--- src/rtl/imem_loader_if.sv ---
// imem_loader_if -- byte-stream input and instruction-memory write bus of the
// program loader.
//
// Signals:
//   in_valid    stream source has a byte on in_data
//   in_data     stream byte
//   in_ready    loader accepts a byte this cycle
//   imem_we     instruction-memory write strobe (one-cycle pulse per word)
//   imem_addr   word address of the write
//   imem_wdata  instruction word to write
//
// Modports:
//   master  stream source / memory side (testbench or host bridge)
//   slave   the loader itself
interface imem_loader_if #(
    parameter int ADDR_W = 8
);
    logic              in_valid;
    logic [7:0]        in_data;
    logic              in_ready;
    logic              imem_we;
    logic [ADDR_W-1:0] imem_addr;
    logic [31:0]       imem_wdata;

    modport master (
        output in_valid, in_data,
        input  in_ready, imem_we, imem_addr, imem_wdata
    );

    modport slave (
        input  in_valid, in_data,
        output in_ready, imem_we, imem_addr, imem_wdata
    );
endinterface

--- src/rtl/imem_loader.sv ---
// imem_loader -- writer side of the instruction memory read by fetch.
//
// Receives a byte stream (length LSB, length MSB, then N little-endian 32-bit
// words) and writes the words to word addresses 0..N-1. The pipeline is held
// off (cpu_hold) while a load is in progress.
//
// Ports:
//   clk       system clock, rising edge
//   rst       synchronous, active-high reset
//   start     one-cycle load request; honoured only in IDLE or DONE
//   bus       imem_loader_if.slave: byte stream in, memory write bus out
//   busy      a load is in progress
//   done      last load completed; held until the next start or rst
//   err       last load overflowed DEPTH (or failed checksum); valid with done
//   cpu_hold  pipeline hold request, equal to busy
//
// Parameters:
//   ADDR_W    word-address width of the instruction memory (1..16);
//             DEPTH = 2**ADDR_W words
//
// Build option:
//   IMEM_LOADER_CHECKSUM_EN  adds a trailing checksum byte (XOR of all length
//                            and data bytes); a mismatch sets err.
module imem_loader #(
    parameter int ADDR_W = 8
) (
    input  logic         clk,
    input  logic         rst,
    input  logic         start,
    imem_loader_if.slave bus,
    output logic         busy,
    output logic         done,
    output logic         err,
    output logic         cpu_hold
);

    typedef enum logic [2:0] {
        S_IDLE,
        S_LEN_LO,
        S_LEN_HI,
        S_DATA,
`ifdef IMEM_LOADER_CHECKSUM_EN
        S_CHK,
`endif
        S_DONE
    } state_t;

    // State entered once the last data word (or a zero length) is consumed.
`ifdef IMEM_LOADER_CHECKSUM_EN
    localparam state_t S_END = S_CHK;
`else
    localparam state_t S_END = S_DONE;
`endif

    state_t            state_q, state_d;
    logic [15:0]       len_q;
    logic [15:0]       word_cnt_q;
    logic [1:0]        byte_idx_q;
    logic [23:0]       asm_q;       // lanes 0..2; lane 3 comes straight from in_data
    logic              overflow_q;
    logic              we_q;
    logic [ADDR_W-1:0] addr_q;
    logic [31:0]       wdata_q;
`ifdef IMEM_LOADER_CHECKSUM_EN
    logic [7:0]        xor_q;
    logic              chk_err_q;
`endif

    logic in_ready;
    logic accept;
    logic start_ok;
    logic last_byte;
    logic last_word;
    logic in_range;

    assign accept    = bus.in_valid && in_ready;
    assign start_ok  = start && (state_q == S_IDLE || state_q == S_DONE);
    assign last_byte = (byte_idx_q == 2'd3);
    assign last_word = (word_cnt_q == len_q - 16'd1);
    // Word counter is wider than the address: anything at or above DEPTH
    // still has bits set above ADDR_W.
    assign in_range  = ((word_cnt_q >> ADDR_W) == 16'd0);

    // NOTE: sequential state uses non-blocking assignments so every flop samples
    // pre-edge values regardless of statement order.
    always_ff @(posedge clk) begin
        if (rst) state_q <= S_IDLE;
        else     state_q <= state_d;
    end

    // NOTE: every output of this block gets a default first, so no path through
    // the case statement can leave one unassigned and infer a latch.
    always_comb begin
        state_d  = state_q;
        in_ready = 1'b0;
        busy     = 1'b0;
        done     = 1'b0;
        unique case (state_q)
            S_IDLE: begin
                if (start) state_d = S_LEN_LO;
            end
            S_LEN_LO: begin
                in_ready = 1'b1;
                busy     = 1'b1;
                if (accept) state_d = S_LEN_HI;
            end
            S_LEN_HI: begin
                in_ready = 1'b1;
                busy     = 1'b1;
                if (accept) begin
                    if ({bus.in_data, len_q[7:0]} == 16'd0) state_d = S_END;
                    else                                    state_d = S_DATA;
                end
            end
            S_DATA: begin
                in_ready = 1'b1;
                busy     = 1'b1;
                if (accept && last_byte && last_word) state_d = S_END;
            end
`ifdef IMEM_LOADER_CHECKSUM_EN
            S_CHK: begin
                in_ready = 1'b1;
                busy     = 1'b1;
                if (accept) state_d = S_DONE;
            end
`endif
            S_DONE: begin
                done = 1'b1;
                if (start) state_d = S_LEN_LO;
            end
            default: state_d = S_IDLE;
        endcase
    end

    always_ff @(posedge clk) begin
        if (rst) begin
            len_q      <= '0;
            word_cnt_q <= '0;
            byte_idx_q <= '0;
            asm_q      <= '0;
            overflow_q <= 1'b0;
            we_q       <= 1'b0;
            addr_q     <= '0;
            wdata_q    <= '0;
`ifdef IMEM_LOADER_CHECKSUM_EN
            xor_q      <= '0;
            chk_err_q  <= 1'b0;
`endif
        end else begin
            we_q <= 1'b0;   // write strobe is a single-cycle pulse
            if (start_ok) begin
                overflow_q <= 1'b0;
`ifdef IMEM_LOADER_CHECKSUM_EN
                xor_q      <= '0;
                chk_err_q  <= 1'b0;
`endif
            end
            if (accept) begin
`ifdef IMEM_LOADER_CHECKSUM_EN
                xor_q <= xor_q ^ bus.in_data;
`endif
                unique case (state_q)
                    S_LEN_LO: len_q[7:0] <= bus.in_data;
                    S_LEN_HI: begin
                        len_q[15:8] <= bus.in_data;
                        word_cnt_q  <= '0;
                        byte_idx_q  <= '0;
                    end
                    S_DATA: begin
                        byte_idx_q <= byte_idx_q + 2'd1;
                        unique case (byte_idx_q)
                            2'd0: asm_q[7:0]   <= bus.in_data;
                            2'd1: asm_q[15:8]  <= bus.in_data;
                            2'd2: asm_q[23:16] <= bus.in_data;
                            default: begin
                                word_cnt_q <= word_cnt_q + 16'd1;
                                if (in_range) begin
                                    we_q    <= 1'b1;
                                    addr_q  <= word_cnt_q[ADDR_W-1:0];
                                    wdata_q <= {bus.in_data, asm_q};
                                end else begin
                                    overflow_q <= 1'b1;   // consumed, not written
                                end
                            end
                        endcase
                    end
`ifdef IMEM_LOADER_CHECKSUM_EN
                    S_CHK: chk_err_q <= (bus.in_data != xor_q);
`endif
                    default: ;
                endcase
            end
        end
    end

    assign bus.in_ready   = in_ready;
    assign bus.imem_we    = we_q;
    assign bus.imem_addr  = addr_q;
    assign bus.imem_wdata = wdata_q;
    assign cpu_hold       = busy;
`ifdef IMEM_LOADER_CHECKSUM_EN
    assign err = done && (overflow_q || chk_err_q);
`else
    assign err = done && overflow_q;
`endif

endmodule

--- src/flat_wrapper.sv ---
// flat-port wrapper written by rule: the top's interface ports become plain ports
module imem_loader_flat 
#(
    parameter int ADDR_W = 8
)
  (clk, rst, start, busy, done, err, cpu_hold, bus_in_valid, bus_in_data, bus_in_ready, bus_imem_we, bus_imem_addr, bus_imem_wdata);
  imem_loader_if #(.ADDR_W(ADDR_W)) bus_i ();
  input  logic clk;
  input  logic rst;
  input  logic start;
  output logic busy;
  output logic done;
  output logic err;
  output logic cpu_hold;
  input wire logic [$bits(bus_i.in_valid)-1:0] bus_in_valid;
  input wire logic [$bits(bus_i.in_data)-1:0] bus_in_data;
  output wire logic [$bits(bus_i.in_ready)-1:0] bus_in_ready;
  output wire logic [$bits(bus_i.imem_we)-1:0] bus_imem_we;
  output wire logic [$bits(bus_i.imem_addr)-1:0] bus_imem_addr;
  output wire logic [$bits(bus_i.imem_wdata)-1:0] bus_imem_wdata;
  assign bus_i.in_valid = bus_in_valid;
  assign bus_i.in_data = bus_in_data;
  assign bus_in_ready = bus_i.in_ready;
  assign bus_imem_we = bus_i.imem_we;
  assign bus_imem_addr = bus_i.imem_addr;
  assign bus_imem_wdata = bus_i.imem_wdata;
  imem_loader #(.ADDR_W(ADDR_W)) u_core (.clk(clk), .rst(rst), .start(start), .bus(bus_i), .busy(busy), .done(done), .err(err), .cpu_hold(cpu_hold));
endmodule
--- config.mk ---
export PLATFORM = sky130hd
export DESIGN_NAME = imem_loader_flat
export DESIGN_NICKNAME = d
export VERILOG_FILES = /design/src/rtl/imem_loader_if.sv /design/src/rtl/imem_loader.sv /design/src/flat_wrapper.sv
export SDC_FILE = /design/constraint.sdc
export NUM_CORES = 1
export LEC_CHECK = 0
export BUFFER_PORTS_ARGS = -buffer_cell sky130_fd_sc_hd__buf_2
export CORE_ASPECT_RATIO = 0.6
export CORE_MARGIN = 2
export CORE_UTILIZATION = 38
export CTS_CLUSTER_DIAMETER = 60
export DETAILED_ROUTE_END_ITERATION = 12
export PLACE_DENSITY_LB_ADDON = 0.15
export SYNTH_ARGS = -nofsm -noshare
export SYNTH_HDL_FRONTEND = slang
export SYNTH_SLANG_ARGS = --single-unit
--- constraint.sdc ---
create_clock -name clk -period 3.5 [get_ports clk]
set_input_delay 0.35 -clock clk [delete_from_list [all_inputs] [get_ports clk]]
set_output_delay 0.35 -clock clk [all_outputs]
set_load 0.01 [all_outputs]
==> metrics.txt, run 1 <==
status finished clean; Reg clk slew, reported paths 70 ps; Longest Clk Path Bufs 2; startpoint types flop; final-report setup violation count 0; Final #Nets 641; min-delay worst type in -> reg; FF+latch area 2062 sq um; max frequency 337.0 MHz; layout cells sized above 1 13.72%; Worst Hold Endpoint u_core.bus.imem_wdata[30]; EDFF count, synth 0; via/cell ratio 5.154; post-synth cell types 54; Layout area overhead 15.19%; Crit Path Category reg -> reg; post-synth top area share 45.02%; total CTS buffers 9; clk_skew 6.112 ps; routed via count between 4000 and 5000; fillers 1227; type of destination of the critical path flop; DR DRC count 0; Multi-input gate area 2336 sq um; DR WL met2 4.821 mm; first-pass GRT wire length ~19 mm; Synth Flop Type dfxtp_1; cts hold-fix bufs 0; Post-CTS Repair Setup Buffers 0; Final Util 44.31%; CP cell instances inv_1 > ha_1 > or4b_1 > or3_1 > a21oi_1 > o32ai_1 > o41ai_2 > mux2_1; placed inst area 4957 sq um; Clock Sinks 103; delay of the slowest critical-path stage 630 ps; Die X 145.7 um; top post-synthesis cells by area dfxtp_1 45%, nand2_1 13%, a21oi_1 10%, nand3_1 3.8%, xnor2_1 3.4%; final hold vios 0; Worst IR Drop VDD about 250 uV; Reg2Reg Setup Slack 530 ps; clk_lat worst skew ~350 ps; FF-to-FF End u_core.state_q[2]; critical path arrival 3210 ps; Setup TNS Final 0 ps; WL met3 899 um; post-cts gate resize count 0; final period utilization 84.79%; crit-path max FO 7; max-slew violations 0; LEAKAGE 1.896 nW; Worst-Margin Slew 726.6 ps; antenna-violating nets left 0; diodes inserted 0; Clock Root Buffer clkbuf_16; GRT overflow 0; number of global-route vias before repair 3526; register area share after synthesis between 40% and 50%; Syn. warnings 0; core area 11910 sq um; hpwl dp 9.017 mm; Tmin final 2968 ps; asr flop ratio synth 0%; Final Cell Area 5276 sq um; slowest stage cell, crit path or4b_1; total wire length 12.46 mm; Met1 Routed Length 6.574 mm; GP Congestion between 0.8 and 0.9; Post-Syn Area around 4600 sq um; Mapped Cells 588; Hold WS 344.6 ps; die area 12980 sq um; Pre-antenna DRT Iters 4; CTS tree built; number of port buffers 57; total of max-cap violations 0; Row Count 31; Rel. slew slack approximately half; Ports 58; Hold Crit Depth 3; Iter 0 DRT Violations 386; Worst Path Required 3740 ps; worst reg2reg path depth 8; Top Layer Used met4; hold path startpoint bus_in_data[6]; cell taking the most area after synthesis dfxtp_1; Chip Height slightly below 90 um; pin count of the biggest net entering global routing 35; pwr dens 497.1 nW/um^2; R2R Path Start u_core.len_q[0]; Synth Register Bits ~100; Avg Synthesized Cell Area 7.790 sq um; RSZ-0062 raised after global routing false; initial core utilization 38.47%; post-DR wirelength/cell between 15 and 20 um; Global Route Usage Sum 19.46%; post-synth net total 607; H-tree depth 3; initial antenna violation count 0
Yosys cell counts, drive strengths merged, types with 6 or more instances:
cell type,instances
a21oi,92
or3,9
o21ai,10
xnor2,18
dfxtp,103
nand2,154
ha,7
nor3,6
nand3,35
clkbuf,34
inv,8
xor2,6
nor2,27
nor4,8
cells in the final DEF (no fill, tap or decap), types with 2 or more instances in the layout:
| cell type | n |
|---|---|
| nor2_1 | 26 |
| nand3b_1 | 5 |
| nor4_1 | 8 |
| nor4b_1 | 3 |
| o21ai_0 | 10 |
| a221oi_1 | 2 |
| nand3_1 | 35 |
| o2111ai_1 | 2 |
| and3_1 | 5 |
| and2_1 | 2 |
| clkbuf_16 | 9 |
| nand2b_1 | 5 |
| buf_2 | 57 |
| a21oi_1 | 92 |
| inv_6 | 2 |
| a22oi_1 | 2 |
| dfxtp_1 | 103 |
| nor3b_1 | 2 |
| inv_1 | 8 |
| buf_4 | 5 |
| ha_1 | 7 |
| and4_1 | 2 |
| xor2_1 | 6 |
| or3_1 | 9 |
| bufinv_16 | 2 |
| nand4_1 | 5 |
| nand2_1 | 154 |
| o311ai_0 | 2 |
| nor2b_1 | 3 |
| nor3_1 | 5 |
| xnor2_1 | 18 |
| o32ai_1 | 3 |
| or2_2 | 2 |
power by group:
part           internal, mW  switching (mW)  leakage [nW]
combinational         0.115           0.198         0.912
sequential             1.19          0.0322         0.831
clock                 0.631           0.456         0.153
total                  1.94           0.687          1.90
kinds of logic after synthesis:
kind of cell / Yosys count / share of synthesized area, %
AOI/OAI and AO/OA: 125 / 15.68
xor gates and xnor gates: 24 / 4.589
adders and majority gates: 8 / 2.130
buffers and inverters: 47 / 4.042
and+or+nand+nor: 280 / 28.30
muxes: 1 / 0.2458
DFF: 103 / 45.02
per-stage QoR:
step | setup slack [ps] | instances | power, mW
floorplan | 799.7 | 588 | 1.474
global route | 366.0 | 792 | 2.730
CTS | 542.6 | 792 | 2.645
detailed placement | 561.0 | 776 | 1.558
global placement | 683.1 | 776 | 1.557
finish | 532.2 | 792 | 2.623
worst max path at each step:
| stage | from | cells past startpoint | slack [ps] | endpoint |
|---|---|---|---|---|
| final | u_core.len_q[0] | 8 | 530 | u_core.state_q[2] |
| after CTS | u_core.len_q[0] | 8 | 540 | u_core.state_q[2] |
| after global routing | u_core.len_q[0] | 8 | 370 | u_core.state_q[2] |
| after global placement | u_core.len_q[0] | 8 | 680 | u_core.state_q[2] |
| after detailed placement | u_core.len_q[0] | 8 | 560 | u_core.state_q[2] |
| after floorplan | u_core.len_q[0] | 10 | 800 | u_core.state_q[2] |
cell type report:
class / instances / area share, %
clock buffer: 10 / 4.340
clock inverter: 6 / 1.707
inverter: 8 / 0.5691
multi-input combinational: 438 / 44.27
sequential: 103 / 39.08
tap: 165 / 3.913
timing repair buffer: 62 / 6.118
state kept, by name, indices dropped and copies added, names as in the netlist:
signal	count
u_core.asm_q	24
u_core.bus.imem_addr	8
u_core.bus.imem_wdata	32
u_core.bus.imem_we	1
u_core.byte_idx_q	2
u_core.len_q	16
u_core.overflow_q	1
u_core.state_q	3
u_core.word_cnt_q	16
critical path: cells and delay by family, from the launching register on:
kind            cells  cell delay [ps]
simple gates        2             1030
compound gates      3              730
flops               1              380
mux                 1              360
fa+ha+maj           1              250
buf+inv             1              120
per-layer routing:
layer / vias to the layer above / global-route usage [%]
li1: 2085 / -
met1: 1886 / 29.70
met2: 97 / 26.59
met3: 14 / 5.051
met4: 0 / 5.348
met5: - / 0
Note: power is estimated with default switching activity, not from simulation.
==> run 2, diff against run 1 <==
==> constraint.sdc (replaced) <==
create_clock -name clk -period 2.4 [get_ports clk]
set_input_delay 0.24 -clock clk [delete_from_list [all_inputs] [get_ports clk]]
set_output_delay 0.24 -clock clk [all_outputs]
set_load 0.01 [all_outputs]
==> run 2 against run 1 <==
  * The run now ends with setup timing left
  * Design area increased by 4.2%
  * Sequential power increased by 45%
  * First-iteration DRC count decreased by 28%
  * Global-route usage increased by 0.087 points
  * Final cell count increased by 3.0%
  * Die area unchanged
  * Sequential share of layout area decreased by 1.6 points
  * Count of clock-buffer cells in the layout decreased by 1
  * Via count increased by 3.7%
  * Maximum frequency increased by 21%
  * Critical path type unchanged
  * Largest power group unchanged
==> metrics.txt, run 2 (same netlist as run 1, synthesis figures left out) <==
violated checks setup timing; final hold vios 0 (unchanged); critical path arrival 2690 ps (was 3210 ps); Chip Height 89.05 um (unchanged); RSZ-0062 raised after global routing true (was false); Reg clk slew, reported paths 70 ps (about the same); LEAKAGE 2.019 nW (was 1.896 nW); final-report setup violation count 1 (was 0); pwr dens 693.4 nW/um^2 (was 497.1 nW/um^2); total CTS buffers 9 (unchanged); Final Non-Filler Cells 816 (was 792); GP Congestion 0.9104 (was 0.8923); antenna-violating nets left 0 (unchanged); pre-CTS WS -73.53 ps (was 561.0 ps); Rel. slew slack 56.25% (was 51.11%); delay of the slowest critical-path stage 520 ps (was 630 ps); Final #Nets 665 (was 641); M3 GR Usage 5.408% (was 5.051%); R2R Path Start u_core.len_q[1] (was u_core.len_q[0]); routed via count 4234 (was 4082); pin count of the biggest net entering global routing 60 (was 35); Reg2Reg Setup Slack -60 ps (was 530 ps); GR peak layer met1 (unchanged); Worst-Margin Slew 653.8 ps (was 726.6 ps); most common library cell in the layout ignoring fill and taps nand2_1 (unchanged); type of destination of the critical path flop (unchanged); Die X 145.7 um (unchanged); GRT overflow 0 (unchanged); Clock Sinks 103 (unchanged); FF-to-FF End u_core.state_q[2] (unchanged); hpwl dp 9.169 mm (was 9.017 mm); commonest non-fill, non-tap cells in the layout 154 x nand2_1, 103 x dfxtp_1, 92 x a21oi_1, 57 x buf_2, 35 x nand3_1 (unchanged); DR DRC count 0 (unchanged); Iter 0 DRT Violations 276 (was 386); first-pass GRT wire length 19.66 mm (was 19.41 mm); met1 Track Usage GR 30.49% (was 29.70%); Post-CTS Repair Setup Buffers 0 (unchanged); GR Util met2 25.81% (was 26.59%); worst reg2reg path depth 8 (unchanged); max frequency 406.9 MHz (was 337.0 MHz); min-delay worst type in -> reg (unchanged); Largest register FFs 32 (unchanged); core area 11910 sq um (unchanged); total of max-cap violations 0 (unchanged); fillers 1201 (was 1227); diodes inserted 0 (unchanged); post-route total power 3.811 mW (was 2.623 mW); H-tree depth 3 (unchanged); cts hold-fix bufs 0 (unchanged); Layout area overhead 19.99% (was 15.19%); slowest stage cell, crit path or4b_4 (was or4b_1); clk_skew 5.663 ps (was 6.112 ps); total wire length 12.66 mm (was 12.46 mm); Ports 58 (unchanged); Crit Path Category reg -> reg (unchanged); crit-path max FO 6 (was 7); post-DR wirelength/cell 15.52 um (was 15.73 um); hold path startpoint rst (was bus_in_data[6]); startpoint types flop (unchanged); Longest Clk Path Bufs 2 (unchanged); initial antenna violation count 0 (unchanged); max-slew violations 0 (unchanged); status finished with violations (was finished clean); Worst Path Required 2640 ps (was 3740 ps); Clock Root Buffer clkbuf_16 (unchanged); number of global-route vias before repair 3634 (was 3526); Hold WS 170.2 ps (was 344.6 ps); die area 12980 sq um (unchanged); Hold Crit Depth 2 (was 3); number of port buffers 57 (unchanged); Pre-antenna DRT Iters 4 (unchanged); fin worst setup slack -57.55 ps (was 532.2 ps); Tmin final 2458 ps (was 2968 ps); Row Count 31 (unchanged); Worst Hold Endpoint u_core.state_q[0] (was u_core.bus.imem_wdata[30]); via/cell ratio 5.189 (was 5.154); CP cell instances inv_2 > ha_4 > or4b_4 > or3_1 > a21oi_1 > o32ai_1 > o41ai_2 > mux2_1 (was inv_1 > ha_1 > or4b_1 > or3_1 > a21oi_1 > o32ai_1 > o41ai_2 > mux2_1); layout cells sized above 1 17.97% (was 13.72%); initial core utilization 38.47% (unchanged); placed cells 800 (was 776); clk_lat worst skew 350 ps (about the same); Worst IR Drop VDD 356.6 uV (was 247.9 uV); final period utilization 102.4% (was 84.79%); post-cts gate resize count 1 (was 0); CTS tree built (unchanged); Setup TNS Final -57.55 ps (was 0 ps); Global Route Usage Sum 19.55% (was 19.46%)
## run 2: per-stage QoR
stage          area [sq um]  util (%)
2_1_floorplan          4634         -
3_3_place_gp           5187     43.56
3_5_place_dp           5187     43.56
4_1_cts                5490     46.11
5_1_grt                5497     46.16
6_report               5497     46.16
## run 2: worst max path at each step
stage / start / end / slack (ps) / cells past startpoint
after floorplan: u_core.len_q[0] / u_core.state_q[2] / -100 / 10
after global placement: u_core.len_q[1] / u_core.state_q[2] / -40 / 8
after detailed placement: u_core.len_q[1] / u_core.state_q[2] / -70 / 8
after CTS: u_core.len_q[1] / u_core.state_q[2] / -70 / 8
after global routing: u_core.len_q[1] / u_core.state_q[2] / -180 / 8
final: u_core.len_q[1] / u_core.state_q[2] / -60 / 8
## run 2: cell type report
cell class	instances	area (sq um)	share of cell area (%)
clock inverters	7	77.57	1.411
clock buffers	9	225.2	4.097
multi-input cells	438	2377	43.25
flip-flops and latches	103	2062	37.51
inverters	8	32.53	0.5919
well taps	165	206.4	3.756
repair buffers	86	515.5	9.379
## run 2: where the power goes
group,switching [mW],leakage [nW],internal [mW],total [mW]
combinational,0.323,1.04,0.223,0.546
clock,0.677,0.147,0.820,1.50
sequential,0.0335,0.831,1.74,1.77
total,1.03,2.02,2.78,3.81
## run 2: layer usage
layer,share of wire [%],up-vias
li1,-,2126
met1,53,1966
met2,39,132
met3,6.9,10
met4,1.0,0
met5,0,-
## run 2: critical path: cells and delay by family (launching register included)
kind	cells	cell delay [ps]
flip-flops	1	320
buffers and inverters	1	80
adder cells (fa/ha/maj)	1	130
multiplexers	1	360
AO/OA/AOI/OAI	3	570
AND/OR/NAND/NOR	2	890
==> run 3, diff against run 2 <==
--- a/config.mk
+++ b/config.mk
@@ -5,12 +5,12 @@
 export SDC_FILE = /design/constraint.sdc
 export NUM_CORES = 1
 export LEC_CHECK = 0
-export BUFFER_PORTS_ARGS = -buffer_cell sky130_fd_sc_hd__buf_2
 export CORE_ASPECT_RATIO = 0.6
 export CORE_MARGIN = 2
 export CORE_UTILIZATION = 38
 export CTS_CLUSTER_DIAMETER = 60
 export DETAILED_ROUTE_END_ITERATION = 12
+export DONT_BUFFER_PORTS = 1
 export PLACE_DENSITY_LB_ADDON = 0.15
 export SYNTH_ARGS = -nofsm -noshare
 export SYNTH_HDL_FRONTEND = slang
==> run 3 against run 2 <==
  * The flow still finishes with violations (setup timing)
  * Wire length rose by 2.5%
  * Setup slack lost 23 ps
  * Sequential share of layout area up 1.4 points
  * Power down 0.91%
  * Final cell count down 6.5%
  * Largest power group unchanged
  * Largest cell class unchanged
  * Combinational power barely moved
  * Global-route usage is 0.14 points higher
  * First-iteration DRC count increased by 11%
  * Worst hold slack worse by 150 ps
  * Die area is the same
  * Clock skew grew 0.99 ps
==> metrics.txt, run 3 (same netlist as run 1, synthesis figures left out) <==
Tmin final 2480 ps (was 2458 ps); clk_lat worst skew 340 ps (was 350 ps); Reg2Reg Setup Slack -80 ps (was -60 ps); pre-CTS WS -125.5 ps (was -73.53 ps); startpoint types flop (unchanged); Longest Clk Path Bufs 2 (unchanged); initial core utilization 38.47% (unchanged); final period utilization 103.3% (was 102.4%); Hold WS 24.90 ps (was 170.2 ps); total wire length 12.98 mm (was 12.66 mm); DR DRC count 0 (unchanged); post-DR wirelength/cell 17.01 um (was 15.52 um); number of port buffers 0 (was 57); worst reg2reg path depth 8 (unchanged); post-route total power 3.777 mW (was 3.811 mW); Layout area overhead 15.76% (was 19.99%); Final #Nets 612 (was 665); Final Cell Area 5303 sq um (was 5497 sq um); final-report setup violation count 1 (unchanged); Crit Path Category reg -> reg (unchanged); Largest register FFs 32 (unchanged); diodes inserted 0 (unchanged); delay of the slowest critical-path stage 520 ps (about the same); routed via count 4102 (was 4234); placed inst area 4887 sq um (was 5187 sq um); initial antenna violation count 0 (unchanged); via/cell ratio 5.376 (was 5.189); hold path startpoint bus_in_data[0] (was rst); first-pass GRT wire length 19.82 mm (was 19.66 mm); type of destination of the critical path flop (unchanged); slowest stage cell, crit path or4b_4 (unchanged); Global Route Usage Sum 19.69% (was 19.55%); core area 11910 sq um (unchanged); GP Congestion 0.8630 (was 0.9104); most common library cell in the layout ignoring fill and taps nand2_1 (unchanged); critical path arrival 2720 ps (was 2690 ps); die area 12980 sq um (unchanged); Die X 145.7 um (unchanged); Worst-Margin Slew 625.5 ps (was 653.8 ps); total CTS buffers 9 (unchanged); RSZ-0062 raised after global routing true (unchanged); clk_skew 6.648 ps (was 5.663 ps); Reg clk slew, reported paths 70 ps (about the same); total of max-cap violations 0 (unchanged); status finished with violations (unchanged); CP cell instances inv_2 > ha_4 > or4b_4 > or3_1 > a21oi_2 > o32ai_2 > o41ai_2 > mux2_1 (was inv_2 > ha_4 > or4b_4 > or3_1 > a21oi_1 > o32ai_1 > o41ai_2 > mux2_1); min-delay worst type in -> reg (unchanged); Worst Hold Endpoint u_core.bus.imem_wdata[24] (was u_core.state_q[0]); final hold vios 0 (unchanged); pin count of the biggest net entering global routing 88 (was 60); max frequency 403.2 MHz (was 406.9 MHz); hpwl dp 9.099 mm (was 9.169 mm); Rel. slew slack 58.30% (was 56.25%); R2R Path Start u_core.len_q[1] (unchanged); Worst IR Drop VDD 349.0 uV (was 356.6 uV); Clock Root Buffer clkbuf_16 (unchanged); LEAKAGE 1.762 nW (was 2.019 nW); number of global-route vias before repair 3522 (was 3634); H-tree depth 3 (unchanged); Chip Height 89.05 um (unchanged); FF-to-FF End u_core.state_q[2] (unchanged); max-slew violations 0 (unchanged); Iter 0 DRT Violations 307 (was 276); commonest non-fill, non-tap cells in the layout 154 x nand2_1, 102 x dfxtp_1, 91 x a21oi_1, 35 x nand3_1, 30 x buf_4 (was 154 x nand2_1, 103 x dfxtp_1, 92 x a21oi_1, 57 x buf_2, 35 x nand3_1); Setup TNS Final -80.36 ps (was -57.55 ps); Hold Crit Depth 2 (unchanged); layout cells sized above 1 11.71% (was 17.97%); GRT overflow 0 (unchanged); Ports 58 (unchanged); violated checks setup timing (unchanged); CTS tree built (unchanged); crit-path max FO 5 (was 6); pwr dens 712.2 nW/um^2 (was 693.4 nW/um^2); Row Count 31 (unchanged); Clock Sinks 103 (unchanged); Worst Path Required 2640 ps (about the same); antenna-violating nets left 0 (unchanged); Pre-antenna DRT Iters 5 (was 4); fin worst setup slack -80.36 ps (was -57.55 ps)
==> run 3: changes by cell type in the layout (fill, tap and decap cells not counted), sizes merged <==
cell	before	now
buf	86	32
clkbuf	9	11
clkinv	2	3
clkinvlp	1	0
dlygate4sd3	0	1
inv	11	9
==> run 3: metal layers <==
layer	vias up	wire (um)	GRT usage, %
met5	-	0	0
met4	0	31	3.922
met3	5	743	4.541
met2	105	4998	25.69
met1	1972	7203	31.83
li1	2020	-	-
==> run 3: cell type report <==
class,instances,area (sq um)
inverter,8,32.53
sequential,103,2066
clock inverter,5,57.56
tap,165,206.4
multi-input combinational,438,2425
timing repair buffer,33,282.8
clock buffer,11,232.7
fill,1230,6605
==> run 3: worst max path at each step <==
stage	start	end	slack [ps]	cells after the start
floorplan	u_core.len_q[0]	u_core.state_q[2]	-100	10
global placement	u_core.len_q[1]	u_core.state_q[2]	-30	8
detailed placement	u_core.len_q[1]	u_core.state_q[2]	-130	8
CTS	u_core.len_q[0]	u_core.state_q[2]	-80	8
global route	u_core.len_q[0]	u_core.state_q[2]	-210	8
finish	u_core.len_q[1]	u_core.state_q[2]	-80	8
==> run 3: what timing repair did <==
action / 4_1_cts / 5_1_grt
hold endpoints to repair: 87 / 0
endpoints found under the setup margin: 3 / 3
buffers inserted: 1 / 3
resized for setup: 2 / 10
pin swaps: 0 / 1
hold buffers: 2 / 0
==> run 3: stage by stage <==
stage | utilization [%] | cells
after floorplan | - | 588
after global placement | 41.04 | 741
after detailed placement | 41.04 | 741
after CTS | 43.89 | 760
after global routing | 44.53 | 763
final | 44.53 | 763
==> run 3: report_power, final <==
part           leakage, nW  switching (mW)  internal (mW)
clock network        0.144           0.651          0.813
registers            0.831          0.0347           1.74
logic                0.787           0.307          0.236
total                 1.76           0.992           2.78
==> run 3: critical path, delay by kind of cell (launching register included) <==
family          cells  cell delay, ps
mux                 1             350
simple gates        2             900
fa+ha+maj           1             130
buf+inv             1              80
flops               1             320
compound gates      3             600
